**src/rtl/uart_rx_frame.sv**
```systemverilog
// rtl/uart_rx_frame.sv - oversampled UART frame receiver; define UART_RX_MAJORITY_EN for 2-of-3 bit voting
module uart_rx_frame #(
  parameter int DATA_WIDTH = 8,
  parameter int PRESC_W    = 6
) (
  input  logic                  CLK,
  input  logic                  RST,
  input  logic                  RX_IN,
  input  logic [PRESC_W-1:0]    PRESCALE,
  input  logic                  PAR_EN,
  input  logic                  PAR_TYP,
  output logic [DATA_WIDTH-1:0] P_DATA,
  output logic                  DATA_VALID,
  output logic                  PAR_ERR,
  output logic                  STP_ERR
);

  localparam int BIT_W = $clog2(DATA_WIDTH + 1);

  typedef enum logic [2:0] {
    IDLE   = 3'd0,
    START  = 3'd1,
    DATA   = 3'd2,
    PARITY = 3'd3,
    STOP   = 3'd4
  } state_t;

  logic                  sync1_q;
  logic                  rx_s_q;

  state_t                state_q;
  logic [PRESC_W-1:0]    edge_cnt_q;
  logic [PRESC_W-1:0]    presc_q;
  logic [BIT_W-1:0]      bit_cnt_q;
  logic [DATA_WIDTH-1:0] shift_q;
  logic                  par_en_q;
  logic                  par_typ_q;
  logic                  par_fail_q;
  logic                  stop_bit_q;
  logic                  armed_q;
  logic [DATA_WIDTH-1:0] p_data_q;
  logic                  data_valid_q;
  logic                  par_err_q;
  logic                  stp_err_q;

  logic [PRESC_W-1:0]    half_d;
  logic                  last_tick_d;
  logic                  samp_tick_d;
  logic                  samp_bit_d;
  logic                  par_exp_d;

  // Two-flop synchronizer; idles high so reset looks like an idle line
  always_ff @(posedge CLK or negedge RST) begin
    if (!RST) begin
      sync1_q <= 1'b1;
      rx_s_q  <= 1'b1;
    end else begin
      sync1_q <= RX_IN;
      rx_s_q  <= sync1_q;
    end
  end

  assign half_d      = presc_q >> 1;
  assign last_tick_d = (edge_cnt_q == presc_q - PRESC_W'(1));
  assign par_exp_d   = (^shift_q) ^ par_typ_q;

`ifdef UART_RX_MAJORITY_EN
  logic maj_a_q;
  logic maj_b_q;

  // Capture the two early votes that precede the decision tick
  always_ff @(posedge CLK or negedge RST) begin
    if (!RST) begin
      maj_a_q <= 1'b0;
      maj_b_q <= 1'b0;
    end else begin
      if (edge_cnt_q == half_d - PRESC_W'(1)) maj_a_q <= rx_s_q;
      if (edge_cnt_q == half_d)               maj_b_q <= rx_s_q;
    end
  end

  assign samp_tick_d = (edge_cnt_q == half_d + PRESC_W'(1));
  assign samp_bit_d  = (maj_a_q & maj_b_q) | (maj_a_q & rx_s_q) | (maj_b_q & rx_s_q);
`else
  assign samp_tick_d = (edge_cnt_q == half_d);
  assign samp_bit_d  = rx_s_q;
`endif

  // Frame FSM: start detect, bit timing, shifting, checks and registered result strobes
  always_ff @(posedge CLK or negedge RST) begin
    if (!RST) begin
      state_q      <= IDLE;
      edge_cnt_q   <= '0;
      presc_q      <= '0;
      bit_cnt_q    <= '0;
      shift_q      <= '0;
      par_en_q     <= 1'b0;
      par_typ_q    <= 1'b0;
      par_fail_q   <= 1'b0;
      stop_bit_q   <= 1'b0;
      armed_q      <= 1'b1;
      p_data_q     <= '0;
      data_valid_q <= 1'b0;
      par_err_q    <= 1'b0;
      stp_err_q    <= 1'b0;
    end else begin
      data_valid_q <= 1'b0;
      par_err_q    <= 1'b0;
      stp_err_q    <= 1'b0;

      // Only a high line seen outside the payload re-arms start detection,
      // so a held-low break cannot retrigger a frame.
      if (rx_s_q && (state_q == IDLE || state_q == STOP)) armed_q <= 1'b1;

      case (state_q)
        IDLE: begin
          if (armed_q && !rx_s_q) begin
            // The detect cycle is tick 0 of the start bit
            state_q    <= START;
            edge_cnt_q <= PRESC_W'(1);
            presc_q    <= PRESCALE;
            par_en_q   <= PAR_EN;
            par_typ_q  <= PAR_TYP;
            par_fail_q <= 1'b0;
            armed_q    <= 1'b0;
          end else begin
            edge_cnt_q <= '0;
          end
        end

        START: begin
          edge_cnt_q <= edge_cnt_q + PRESC_W'(1);
          if (samp_tick_d && samp_bit_d) begin
            state_q    <= IDLE;
            edge_cnt_q <= '0;
          end else if (last_tick_d) begin
            state_q    <= DATA;
            edge_cnt_q <= '0;
            bit_cnt_q  <= '0;
          end
        end

        DATA: begin
          edge_cnt_q <= edge_cnt_q + PRESC_W'(1);
          if (samp_tick_d) shift_q <= {samp_bit_d, shift_q[DATA_WIDTH-1:1]};
          if (last_tick_d) begin
            edge_cnt_q <= '0;
            bit_cnt_q  <= bit_cnt_q + BIT_W'(1);
            if (bit_cnt_q == BIT_W'(DATA_WIDTH - 1)) begin
              bit_cnt_q <= '0;
              state_q   <= par_en_q ? PARITY : STOP;
            end
          end
        end

        PARITY: begin
          edge_cnt_q <= edge_cnt_q + PRESC_W'(1);
          if (samp_tick_d) par_fail_q <= (samp_bit_d != par_exp_d);
          if (last_tick_d) begin
            edge_cnt_q <= '0;
            state_q    <= STOP;
          end
        end

        STOP: begin
          edge_cnt_q <= edge_cnt_q + PRESC_W'(1);
          if (samp_tick_d) stop_bit_q <= samp_bit_d;
          if (last_tick_d) begin
            edge_cnt_q <= '0;
            state_q    <= IDLE;
            par_fail_q <= 1'b0;
            if (!par_fail_q && stop_bit_q) begin
              p_data_q     <= shift_q;
              data_valid_q <= 1'b1;
            end else begin
              par_err_q <= par_fail_q;
              stp_err_q <= !stop_bit_q;
            end
          end
        end

        default: begin
          state_q    <= IDLE;
          edge_cnt_q <= '0;
        end
      endcase
    end
  end

  assign P_DATA     = p_data_q;
  assign DATA_VALID = data_valid_q;
  assign PAR_ERR    = par_err_q;
  assign STP_ERR    = stp_err_q;

endmodule

```
**config.mk**
```make
export PLATFORM = sky130hd
export DESIGN_NAME = uart_rx_frame
export DESIGN_NICKNAME = d
export VERILOG_FILES = /design/src/rtl/uart_rx_frame.sv
export SDC_FILE = /design/constraint.sdc
export NUM_CORES = 1
export LEC_CHECK = 0
export ABC_AREA = 0
export CAP_MARGIN = 15
export CELL_PAD_IN_SITES_DETAIL_PLACEMENT = 1
export CELL_PAD_IN_SITES_GLOBAL_PLACEMENT = 1
export CORE_MARGIN = 2
export CORE_UTILIZATION = 45
export CTS_CLUSTER_SIZE = 28
export DETAILED_ROUTE_END_ITERATION = 8
export HOLD_SLACK_MARGIN = 0.03
export PLACE_DENSITY = 0.85
export SLEW_MARGIN = 30
export SYNTH_ARGS = -nofsm -noshare
export SYNTH_HDL_FRONTEND = slang
export SYNTH_SLANG_ARGS = --single-unit
```
**constraint.sdc**
```tcl
create_clock -name CLK -period 3.07 [get_ports CLK]
set_input_delay 0.307 -clock CLK [delete_from_list [all_inputs] [get_ports CLK]]
set_output_delay 0.307 -clock CLK [all_outputs]
set_load 0.005 [all_outputs]
```
Word-level counts from Yosys, hierarchy flattened:

Cells that the tools add are included.

* bits in registers: 45
* input bits: 11
* output and inout port bits: 11
* word-level logic and storage cells: 91

* add/sub/neg operators: 3
* equality and inequality tests: 17
* mux-type cells: 34
* bitwise gates (word level): 1
* reduce and logical (&&, ||, !) cells: 20

Operators with widths (count)
* $mux W3: 8
* $pmux W6 S3: 1
* $mux W1: 16
* $mux W4: 4
* $pmux W3 S5: 1
* $ne A2 B2 Y1 const B: 7
* $mux W6: 2
* $pmux W4 S2: 1
* $reduce_and A4 Y1: 2
* $reduce_xor A8 Y1: 1
* $add A6 B1 Y6 const B: 1
* $eq A3 B2 Y1 const B: 2
* $eq A6 B5 Y1: 1
* $eq A6 B6 Y1: 1
* $reduce_and A2 Y1: 3
* $reduce_and A6 Y1: 1
* $sub A6 B1 Y6 const B: 1
* $add A4 B1 Y4 const B: 1
* $eq A4 B3 Y1 const B: 1
* $logic_and A1 B1 Y1: 4
* $eq A3 B1 Y1 const B: 1
* $eq A3 B3 Y1 const B: 1
* $logic_not A1 Y1: 3
* $logic_not A3 Y1: 1
* other kinds (10): 10

Logic depth before layout (Yosys ltp):

Gate-level depths: netlist of run 1.

* word-level depth: 6
* mapped depth: 9
* mapped depth without buffers: 8

Worst setup path after synthesis of run 1:

OpenSTA, ideal clock, no wires.

* path type: reg-to-reg
* from: reg presc_q[0]
* to: reg p_data_q[0] (netlist: P_DATA[0])
* arrival time: 2.202 ns
* required time: 2.945 ns
* path slack: 0.743 ns
* stages on the path, launching flop included: 9
* path buffers: 1
* period minus slack after synthesis: 2.327 ns
* cell sequence: dfrtp_1 inv_1 ha_1 xnor2_1 a211oi_1 o2111ai_1 or4b_1 buf_6 mux2_4

* cells in the longest elaborated chain, start to end: 3

RTL lines
* from (decl): line 33 `logic [PRESC_W-1:0] presc_q;`
* from (signal assigned): line 94 `presc_q <= '0;`
* from (signal assigned): line 121 `presc_q <= PRESCALE;`
* $sub A6 B1 Y6: line 64 `assign last_tick_d = (edge_cnt_q == presc_q - PRESC_W'(1));`
* $eq A6 B6 Y1: line 64
* $reduce_and A3 Y1 (no source line)
* to (signal assigned): line 173 `p_data_q <= shift_q;`
* to (decl): line 41 `logic [DATA_WIDTH-1:0] p_data_q;`

No other way between the ends.
A chain may end at the register's enable or synchronous reset.

Worst setup path after layout of run 1:

* from: reg presc_q[0]
* to: reg p_data_q[5] (netlist: P_DATA[5])

The elaborated chain is that of the path after synthesis.

==> key figures, run 1 <==
Logic synthesis
  – Mean post-synth cell area: 11.4 sq um
  – Mapped Cells: 195
  – Xor and xnor area share after synthesis: 10.2%
  – Yosys cell types: 38
  – Synth Area in Compound Gates: 8.72%
  – Syn_nets: 209
  – Synth Area in Adders: 1.69%
  – Ys flop type: dfrtp_1
  – Largest family of logic cells by synthesized area: multiplexers
  – Number of synthesized flops with an enable pin: 0
  – Post-Synth Simple-Gate Area: 11.8%
  – Async SR Flop Fraction: 100%
  – Multiplexer area fraction after synthesis: 13.9%
  – Sequential-to-total area share from yosys stat: 50.8%
  – Syn. warnings: 0
  – Yosys reg bits: 45
  – Post-Syn Area: 0.00222 sq mm

Critical path
  – WP data required: 3.26 ns
  – Critical Path, Cell by Cell: inv_1, ha_1, xnor2_1, a211oi_1, o2111ai_1, or4b_1, mux2_4
  – Crit path kind: register to register
  – CP max stage delay: 0.80 ns
  – Critical Path Sink Type: register
  – Worst R2R Setup Slack: 0.43 ns
  – Critical Path AT: 2.83 ns
  – Critical-path maximum fanout: 8
  – Delay-heaviest family, CP: simple AND/OR/NAND/NOR gates
  – Buf+Inv Stages, Crit Path: 1
  – CP Launch Type: register
  – Slowest cell on crit path: or4b_1

Global routing
  – Largest net degree at the start of global routing: 31
  – Total global routing overflow: 0
  – Total GRT Usage: 19.6%
  – Initial antenna violation count: 0
  – First-pass GRT wire length: 8000 microns
  – Number of global-route vias before repair: 1661

Clock network
  – Max H-tree Level: 2
  – Post-CTS Resized: 0
  – Clock sink count: 45
  – Clock Pin Slew Worst Setup and Hold Paths: 0.08 ns
  – TritonCTS clock tree: yes
  – Root Buffer: clkbuf_8
  – Setup Buffers After CTS: 0
  – Max clock buf depth: 2
  – Total CTS buffers: 5
  – CTS Hold Bufs: 1
  – Clk_lat worst skew: 0.30 ns

STA
  – Fin crit period: 2.64 ns
  – Slew Viols, Final: 0
  – # setup viols final: 0
  – Peak Freq: 379 MHz
  – Final hold violations: 0
  – Fin Setup TNS: 0 ns
  – RSZ-0062 raised after global routing: no
  – Fin crit share: 86.0%
  – Layout Skew: 0.00162 ns
  – Slew HR: 66.0%
  – Worst-Margin Slew: 0.510 ns

Final layout
  – # nets final: 237
  – Multi-input gate area: 0.00103 sq mm
  – Most common cell after layout, fill and taps aside: dfrtp_1
  – Most frequent cells in the layout: dfrtp_1, clkdlybuf4s50_1, xnor2_1
  – Area growth syn-to-layout: 19.2%
  – Layout fillers: 535
  – Diode count: 0
  – Storage element area: 0.00113 sq mm
  – Fraction of layout instances using a drive strength above 1: 18.8%

Routing
  – Number of vias per cell: 5.34
  – Vias: 1548
  – Detailed-route wire length per cell: 16.3 microns
  – Post-DRT Antenna Nets: 0
  – DRC: 0
  – First-iteration detailed-routing DRC count: 18
  – Detailed Routing Iterations Pass 1: 4
  – Post-Route WL: 4740 microns

Pwr
  – Seq pwr share: 45.3%
  – Power Total: 1.92 mW
  – Logic gate share of total power: 32.3%
  – Clock Power Share: 22.4%
  – Switch Pwr: 657 uW
  – VDD IR max: 385 uV
  – Leak: 1.18 nW
  – Int Pwr: 1.26 mW
  – Sw Ratio: 34.2%
  – PwrDens: 725 mW/mm^2

Floorplan
  – # IOs: 22
  – Die width: 74.3 microns
  – Starting density of the core: 46.8%
  – Row cnt: 25
  – Die area: 0.00552 sq mm
  – Die Ht: 74.3 microns
  – Placeable Area: 0.00475 sq mm

Status
  – Outcome: complete, no violations

Min path
  – Hold Path Class: register to register

Place
  – Gpl congestion: 0.776
  – I/O Buffers: 21
  – Dpl hpwl: 3470 microns

Job
  – Max Cap Viol: 0
synthesized netlist by cell type, drive strengths merged, types with 5 or more instances:
cell | count | share of area, %
a22o | 5 | 2.0
clkbuf | 6 | 1.0
dfrtp | 42 | 47
inv | 8 | 1.4
mux2 | 23 | 13
nand2 | 13 | 2.2
nand3 | 5 | 1.1
nor2 | 15 | 2.5
nor3 | 5 | 1.1
o21ai | 9 | 2.0
xnor2 | 19 | 7.5
xor2 | 7 | 2.8
state kept, by name (all words and copies together) (netlist names), 3 cells and up:
signal,count
shift_q,8
presc_q,6
edge_cnt_q,6
P_DATA,8
bit_cnt_q,4
state_q,3
through the flow:
step	hold slack [ns]	area [sq um]	worst slack, ns	util [%]	cells
2_1_floorplan	0.0114	2220	0.743	-	195
3_3_place_gp	0.346	2520	0.518	52.9	281
3_5_place_dp	0.259	2540	0.411	53.3	282
4_1_cts	0.364	2650	0.399	55.7	290
5_1_grt	0.367	2650	0.264	55.7	290
6_report	0.363	2650	0.430	55.7	290
final cells by class:
cell class,instances,share of cell area [%]
sequential,45,42.6
tap,67,3.16
multi-input combinational,135,38.9
clock inverter,2,1.32
inverter,8,1.13
timing repair buffer,28,10.3
clock buffer,5,2.60
power groups by stage:
stage	sequential, mW	clock, mW	combinational, mW
floorplan	0.804	0	0.492
global placement	0.869	0	0.593
detailed placement	0.880	0	0.622
CTS	0.871	0.442	0.634
global route	0.893	0.466	0.701
finish	0.871	0.430	0.621
layer usage:
layer  global-route usage (%)  wire, microns  vias to the layer above
met4                     5.36             54                        0
met2                     34.6           2510                       26
met5                        0              0                        -
met1                     24.0           2000                      788
met3                     5.01            173                        6
li1                         -              -                      728
kinds of logic after synthesis:
logic type / after synthesis
adder cells (fa/ha/maj): 3
buffers and inverters: 15
AO/OA/AOI/OAI: 28
XOR/XNOR: 26
multiplexers: 25
flip-flops: 45
AND/OR/NAND/NOR: 53
path summary, 6_finish.rpt:
kind                                 to       start  cells after the start
setup / recovery              P_DATA[5]  presc_q[0]                      7
hold / removal                   rx_s_q     sync1_q                      0
setup reg to reg              P_DATA[5]  presc_q[0]                      7
hold reg to reg                  rx_s_q     sync1_q                      0
max in group asynchronous       armed_q         RST                      3
min in group asynchronous  bit_cnt_q[3]         RST                      2
(Power assumes the default switching activity.)
==> run 2, diff against run 1 <==
--- a/config.mk
+++ b/config.mk
@@ -13,7 +13,8 @@
 export CORE_UTILIZATION = 45
 export CTS_CLUSTER_SIZE = 28
 export DETAILED_ROUTE_END_ITERATION = 8
-export HOLD_SLACK_MARGIN = 0.03
+export GPL_TIMING_DRIVEN = 0
+export HOLD_SLACK_MARGIN = 0.08
 export PLACE_DENSITY = 0.85
 export SLEW_MARGIN = 30
 export SYNTH_ARGS = -nofsm -noshare
==> run 2 against run 1 <==
- cell area is 1.5% lower
- cell count increased by 0.34%
- routed wire length fell by 7.4%
- largest power group unchanged
==> key figures, run 2 (synthesis gave the netlist of run 1 again) <==
Pwr
  – VDD IR max: 296 uV
  – Sw Ratio: 35.6%
  – Seq pwr share: 46.0%
  – Switch Pwr: 640 uW
  – Int Pwr: 1.16 mW
  – Clock Power Share: 19.9%
  – Leak: 1.15 nW
  – PwrDens: 688 mW/mm^2
  – Logic gate share of total power: 34.1%

Clock network
  – Max clock buf depth: 2
  – Setup Buffers After CTS: 0
  – Clk_lat worst skew: 0.30 ns
  – Clock Pin Slew Worst Setup and Hold Paths: 0.08 ns
  – Root Buffer: clkbuf_8
  – TritonCTS clock tree: yes
  – Total CTS buffers: 5
  – Post-CTS Resized: 0
  – Max H-tree Level: 2
  – Clock sink count: 45

STA
  – Worst-Margin Slew: 0.732 ns
  – # setup viols final: 0
  – Fin Setup TNS: 0 ns
  – Fin crit period: 2.59 ns
  – Fin crit share: 84.4%
  – Layout Skew: 0.0111 ns
  – Peak Freq: 386 MHz
  – RSZ-0062 raised after global routing: no
  – Slew HR: 50.8%
  – Final hold violations: 0
  – Hold Slack: 0.363 ns
  – Slew Viols, Final: 0

Critical path
  – Critical Path, Cell by Cell: inv_1, ha_1, xnor2_1, a211oi_1, o2111ai_1, or4b_1, buf_6, mux2_4
  – CP Launch Type: register
  – Delay-heaviest family, CP: simple AND/OR/NAND/NOR gates
  – WP data required: 3.25 ns
  – Critical Path AT: 2.77 ns
  – Buf+Inv Stages, Crit Path: 2
  – Crit path kind: register to register
  – Critical Path Sink Type: register
  – Slowest cell on crit path: or4b_1
  – Critical-path maximum fanout: 8
  – CP max stage delay: 0.58 ns

Final layout
  – Non-filler cells, final: 291
  – Layout fillers: 527
  – Area growth syn-to-layout: 17.4%
  – Diode count: 0
  – Cell area after layout: 0.00261 sq mm
  – Most common cell after layout, fill and taps aside: dfrtp_1
  – Most frequent cells in the layout: dfrtp_1, clkdlybuf4s50_1, xnor2_1
  – # nets final: 238
  – Fraction of layout instances using a drive strength above 1: 16.5%

Global routing
  – Met1 track demand over resource: 23.1%
  – Initial antenna violation count: 0
  – Total GRT Usage: 18.3%
  – First-pass GRT wire length: 7600 microns
  – Total global routing overflow: 0
  – Number of global-route vias before repair: 1597
  – Met2 Use GR: 31.3%
  – Grt met3 use: 2.85%
  – Largest net degree at the start of global routing: 46
  – Busiest grt layer: met2

Routing
  – Number of vias per cell: 5.25
  – Detailed Routing Iterations Pass 1: 4
  – Vias: 1528
  – DRC: 0
  – First-iteration detailed-routing DRC count: 29
  – Detailed-route wire length per cell: 15.1 microns
  – Post-Route WL: 4390 microns
  – Post-DRT Antenna Nets: 0

Floorplan
  – Row cnt: 25
  – Die Ht: 74.3 microns
  – # IOs: 22
  – Die width: 74.3 microns
  – Placeable Area: 0.00475 sq mm
  – Starting density of the core: 46.8%
  – Die area: 0.00552 sq mm

Place
  – Dpl hpwl: 3120 microns
  – DP Area: 0.00251 sq mm
  – I/O Buffers: 21
  – Placed cell count: 283
  – Gpl congestion: 0.817

Min path
  – Hold Path Class: register to register

Status
  – Outcome: complete, no violations

Job
  – Max Cap Viol: 0
## run 2: repair_timing
action                     4_1_cts  5_1_grt
setup endpoints to repair        0        0
hold endpoints to repair        42        0
hold buffers                     1        0
## run 2: path summary, 6_finish.rpt
check	end	startpoint	cells after the start	slack, ns
max	P_DATA[0]	presc_q[0]	8	0.48
max in group asynchronous	presc_q[0]	RST	2	2.15
min in group asynchronous	presc_q[4]	RST	2	0.54
min reg2reg	rx_s_q	sync1_q	0	0.36
max reg2reg	P_DATA[0]	presc_q[0]	8	0.48
min	rx_s_q	sync1_q	0	0.36
## run 2: final cells by class
cell class                 instances  area (sq um)  share of cell area, %
buffer                             7          33.8                   1.29
clock buffer                       5          68.8                   2.64
clock inverter                     2          16.3                  0.623
inverter                           8          30.0                   1.15
multi-input combinational        135          1030                   39.5
sequential                        45          1130                   43.3
tap                               67          83.8                   3.21
timing repair buffer              22           218                   8.34
## run 2: power by group through the flow
| stage | Clock (mW) | Sequential (mW) | Combinational, mW |
|---|---|---|---|
| floorplan | 0 | 0.804 | 0.492 |
| global placement | 0 | 0.837 | 0.591 |
| detailed placement | 0 | 0.840 | 0.614 |
| CTS | 0.369 | 0.829 | 0.623 |
| global route | 0.389 | 0.849 | 0.696 |
| finish | 0.358 | 0.826 | 0.613 |
## run 2: through the flow
step	util [%]	setup slack, ns	total power [mW]
after floorplan	-	0.743	1.30
after global placement	52.9	0.467	1.43
after detailed placement	52.9	0.489	1.45
after CTS	54.9	0.466	1.82
after global routing	54.9	0.266	1.93
final	54.9	0.480	1.80
## run 2: routing by layer
metal	share of wire, %	vias to the layer above
met4	1.6	0
met5	0	-
met2	50	25
met1	45	767
met3	3.1	6
li1	-	730
## run 2: worst register-to-register path, delay by kind of cell (launching register included)
kind            cells  cell delay [ns]
compound gates      2             0.49
flops               1             0.44
simple gates        1             0.58
fa+ha+maj           1             0.30
xor+xnor            1             0.13
mux                 1             0.30
buf+inv             2             0.23
==> run 3, diff against run 2 <==
==> constraint.sdc (replaced) <==
create_clock -name CLK -period 2.4 [get_ports CLK]
set_input_delay 0.24 -clock CLK [delete_from_list [all_inputs] [get_ports CLK]]
set_output_delay 0.24 -clock CLK [all_outputs]
set_load 0.005 [all_outputs]
==> run 3 against run 2 <==
- power is 35% higher
- sequential power is 27% higher
- via count is 0.92% higher
- count of clock-buffer cells in the layout stayed put
- clock skew hardly changed
- hold slack worse by 0.016 ns
- first-iteration DRC count is 6.9% lower
- non-clock buffer count is 4 higher
- cell count is 1.4% higher
==> key figures, run 3 (synthesis gave the netlist of run 1 again) <==
Final layout
  – Storage element area: 0.00113 sq mm
  – Diode count: 0
  – # nets final: 242
  – Most common cell after layout, fill and taps aside: dfrtp_1
  – Area growth syn-to-layout: 21.2%
  – Most frequent cells in the layout: dfrtp_1, clkdlybuf4s50_1, xnor2_1
  – Layout fillers: 520
  – Fraction of layout instances using a drive strength above 1: 22.8%
  – Multi-input gate area: 0.00108 sq mm
  – Non-filler cells, final: 295

Pwr
  – VDD IR max: 390 uV
  – Leak: 1.19 nW
  – Int Pwr: 1.54 mW
  – Clock Power Share: 19.0%
  – PwrDens: 901 mW/mm^2
  – Seq pwr share: 43.3%
  – Switch Pwr: 885 uW
  – Sw Ratio: 36.5%
  – Logic gate share of total power: 37.7%

Routing
  – DRC: 0
  – Post-DRT Antenna Nets: 0
  – Vias: 1542
  – Detailed-route wire length per cell: 15.4 microns
  – Post-Route WL: 4560 microns
  – Number of vias per cell: 5.23
  – Detailed Routing Iterations Pass 1: 4
  – First-iteration detailed-routing DRC count: 27

Floorplan
  – Placeable Area: 0.00475 sq mm
  – # IOs: 22
  – Die area: 0.00552 sq mm
  – Starting density of the core: 46.8%
  – Row cnt: 25
  – Die width: 74.3 microns
  – Die Ht: 74.3 microns

Critical path
  – Critical-path maximum fanout: 8
  – WP data required: 2.59 ns
  – Crit path kind: register to register
  – CP Launch Type: register
  – Critical Path Sink Type: register
  – Critical Path AT: 2.53 ns

STA
  – Peak Freq: 427 MHz
  – Final hold violations: 0
  – RSZ-0062 raised after global routing: yes
  – Fin crit share: 97.6%
  – Worst-Margin Slew: 0.639 ns
  – Layout Skew: 0.0116 ns
  – Slew Viols, Final: 0
  – Worst setup margin: 0.0579 ns
  – Fin Setup TNS: 0 ns
  – # setup viols final: 0
  – Fin crit period: 2.34 ns
  – Slew HR: 57.4%

Clock network
  – Clock Pin Slew Worst Setup and Hold Paths: 0.08 ns
  – Clock sink count: 45
  – Root Buffer: clkbuf_8
  – Clk_lat worst skew: 0.31 ns
  – Total CTS buffers: 5
  – Max H-tree Level: 2
  – Max clock buf depth: 2
  – TritonCTS clock tree: yes

Place
  – Gpl congestion: 0.817
  – Dpl hpwl: 3120 microns
  – Placed cell count: 283
  – I/O Buffers: 21
  – DP Worst Slack: -0.181 ns

Global routing
  – Largest net degree at the start of global routing: 46
  – Initial antenna violation count: 0
  – First-pass GRT wire length: 7740 microns
  – Total global routing overflow: 0
  – Number of global-route vias before repair: 1613
  – Total GRT Usage: 18.6%

Job
  – Max Cap Viol: 0

Min path
  – Hold Path Class: primary input to register

Status
  – Outcome: complete, no violations
-- run 3: cell types whose count changed in the layout (fill, tap and decap cells not counted), moves of 2 or more --
cell / change
buf_4: +4
nor3_1: -2
nor3_2: +2
or4b_4: +2
-- run 3: repair_timing --
action                                  in CTS  in global routing
pin swaps                                    1                  4
gates resized for setup                      3                 12
gates cloned                                 0                  0
endpoints found under the setup margin      14                 19
hold buffers                                 1                  0
setup buffers                                4                  0
hold endpoints to repair                    42                  0
-- run 3: layer usage --
layer / track usage (%) / vias to the layer above / part of all wire [%]
li1: - / 740 / -
met1: 23.6 / 776 / 45
met2: 32.0 / 20 / 51
met3: 2.85 / 6 / 2.6
met4: 7.74 / 0 / 1.5
met5: 0 / - / 0
-- run 3: worst paths after layout --
kind / startpoint / endpoint / slack [ns] / depth (start not counted)
hold / removal: RX_IN / sync1_q / 0.35 / 1
hold reg to reg: sync1_q / rx_s_q / 0.36 / 0
min in group asynchronous: RST / presc_q[4] / 0.47 / 2
max in group asynchronous: RST / presc_q[0] / 1.55 / 2
setup reg to reg: presc_q[0] / P_DATA[0] / 0.06 / 8
setup / recovery: presc_q[0] / P_DATA[0] / 0.06 / 8
-- run 3: metrics by stage --
step	total power [mW]	cell area, sq um	util, %	hold slack [ns]
after floorplan	1.66	2220	-	-0.0556
after global placement	1.83	2520	52.9	0.346
after detailed placement	1.86	2510	52.9	0.277
after CTS	2.39	2650	55.8	0.345
after global routing	2.59	2690	56.7	0.355
final	2.43	2690	56.7	0.346
-- run 3: worst max-delay path, cell delays in order (launching register included) --
cell       delay [ns]
dfrtp_1          0.40
inv_1            0.07
ha_2             0.19
nand2b_1         0.13
nor3b_1          0.23
o2111ai_2        0.19
or4b_4           0.55
buf_6            0.17
mux2_4           0.29
-- run 3: layout make-up --
| type | instances | area share, % |
|---|---|---|
| Sequential cell | 45 | 41.9 |
| Multi-Input combinational cell | 135 | 40.2 |
| Timing Repair Buffer | 26 | 9.20 |
| Buffer | 7 | 1.30 |
| Tap cell | 67 | 3.11 |
| Clock inverter | 2 | 0.604 |
| Inverter | 8 | 1.11 |
| Clock buffer | 5 | 2.55 |
-- run 3: power groups by stage --
stage	registers (mW)	clock network, mW	logic (mW)
after floorplan	1.03	0	0.630
after global placement	1.07	0	0.756
after detailed placement	1.07	0	0.785
after CTS	1.05	0.471	0.876
after global routing	1.08	0.497	1.02
final	1.05	0.460	0.915
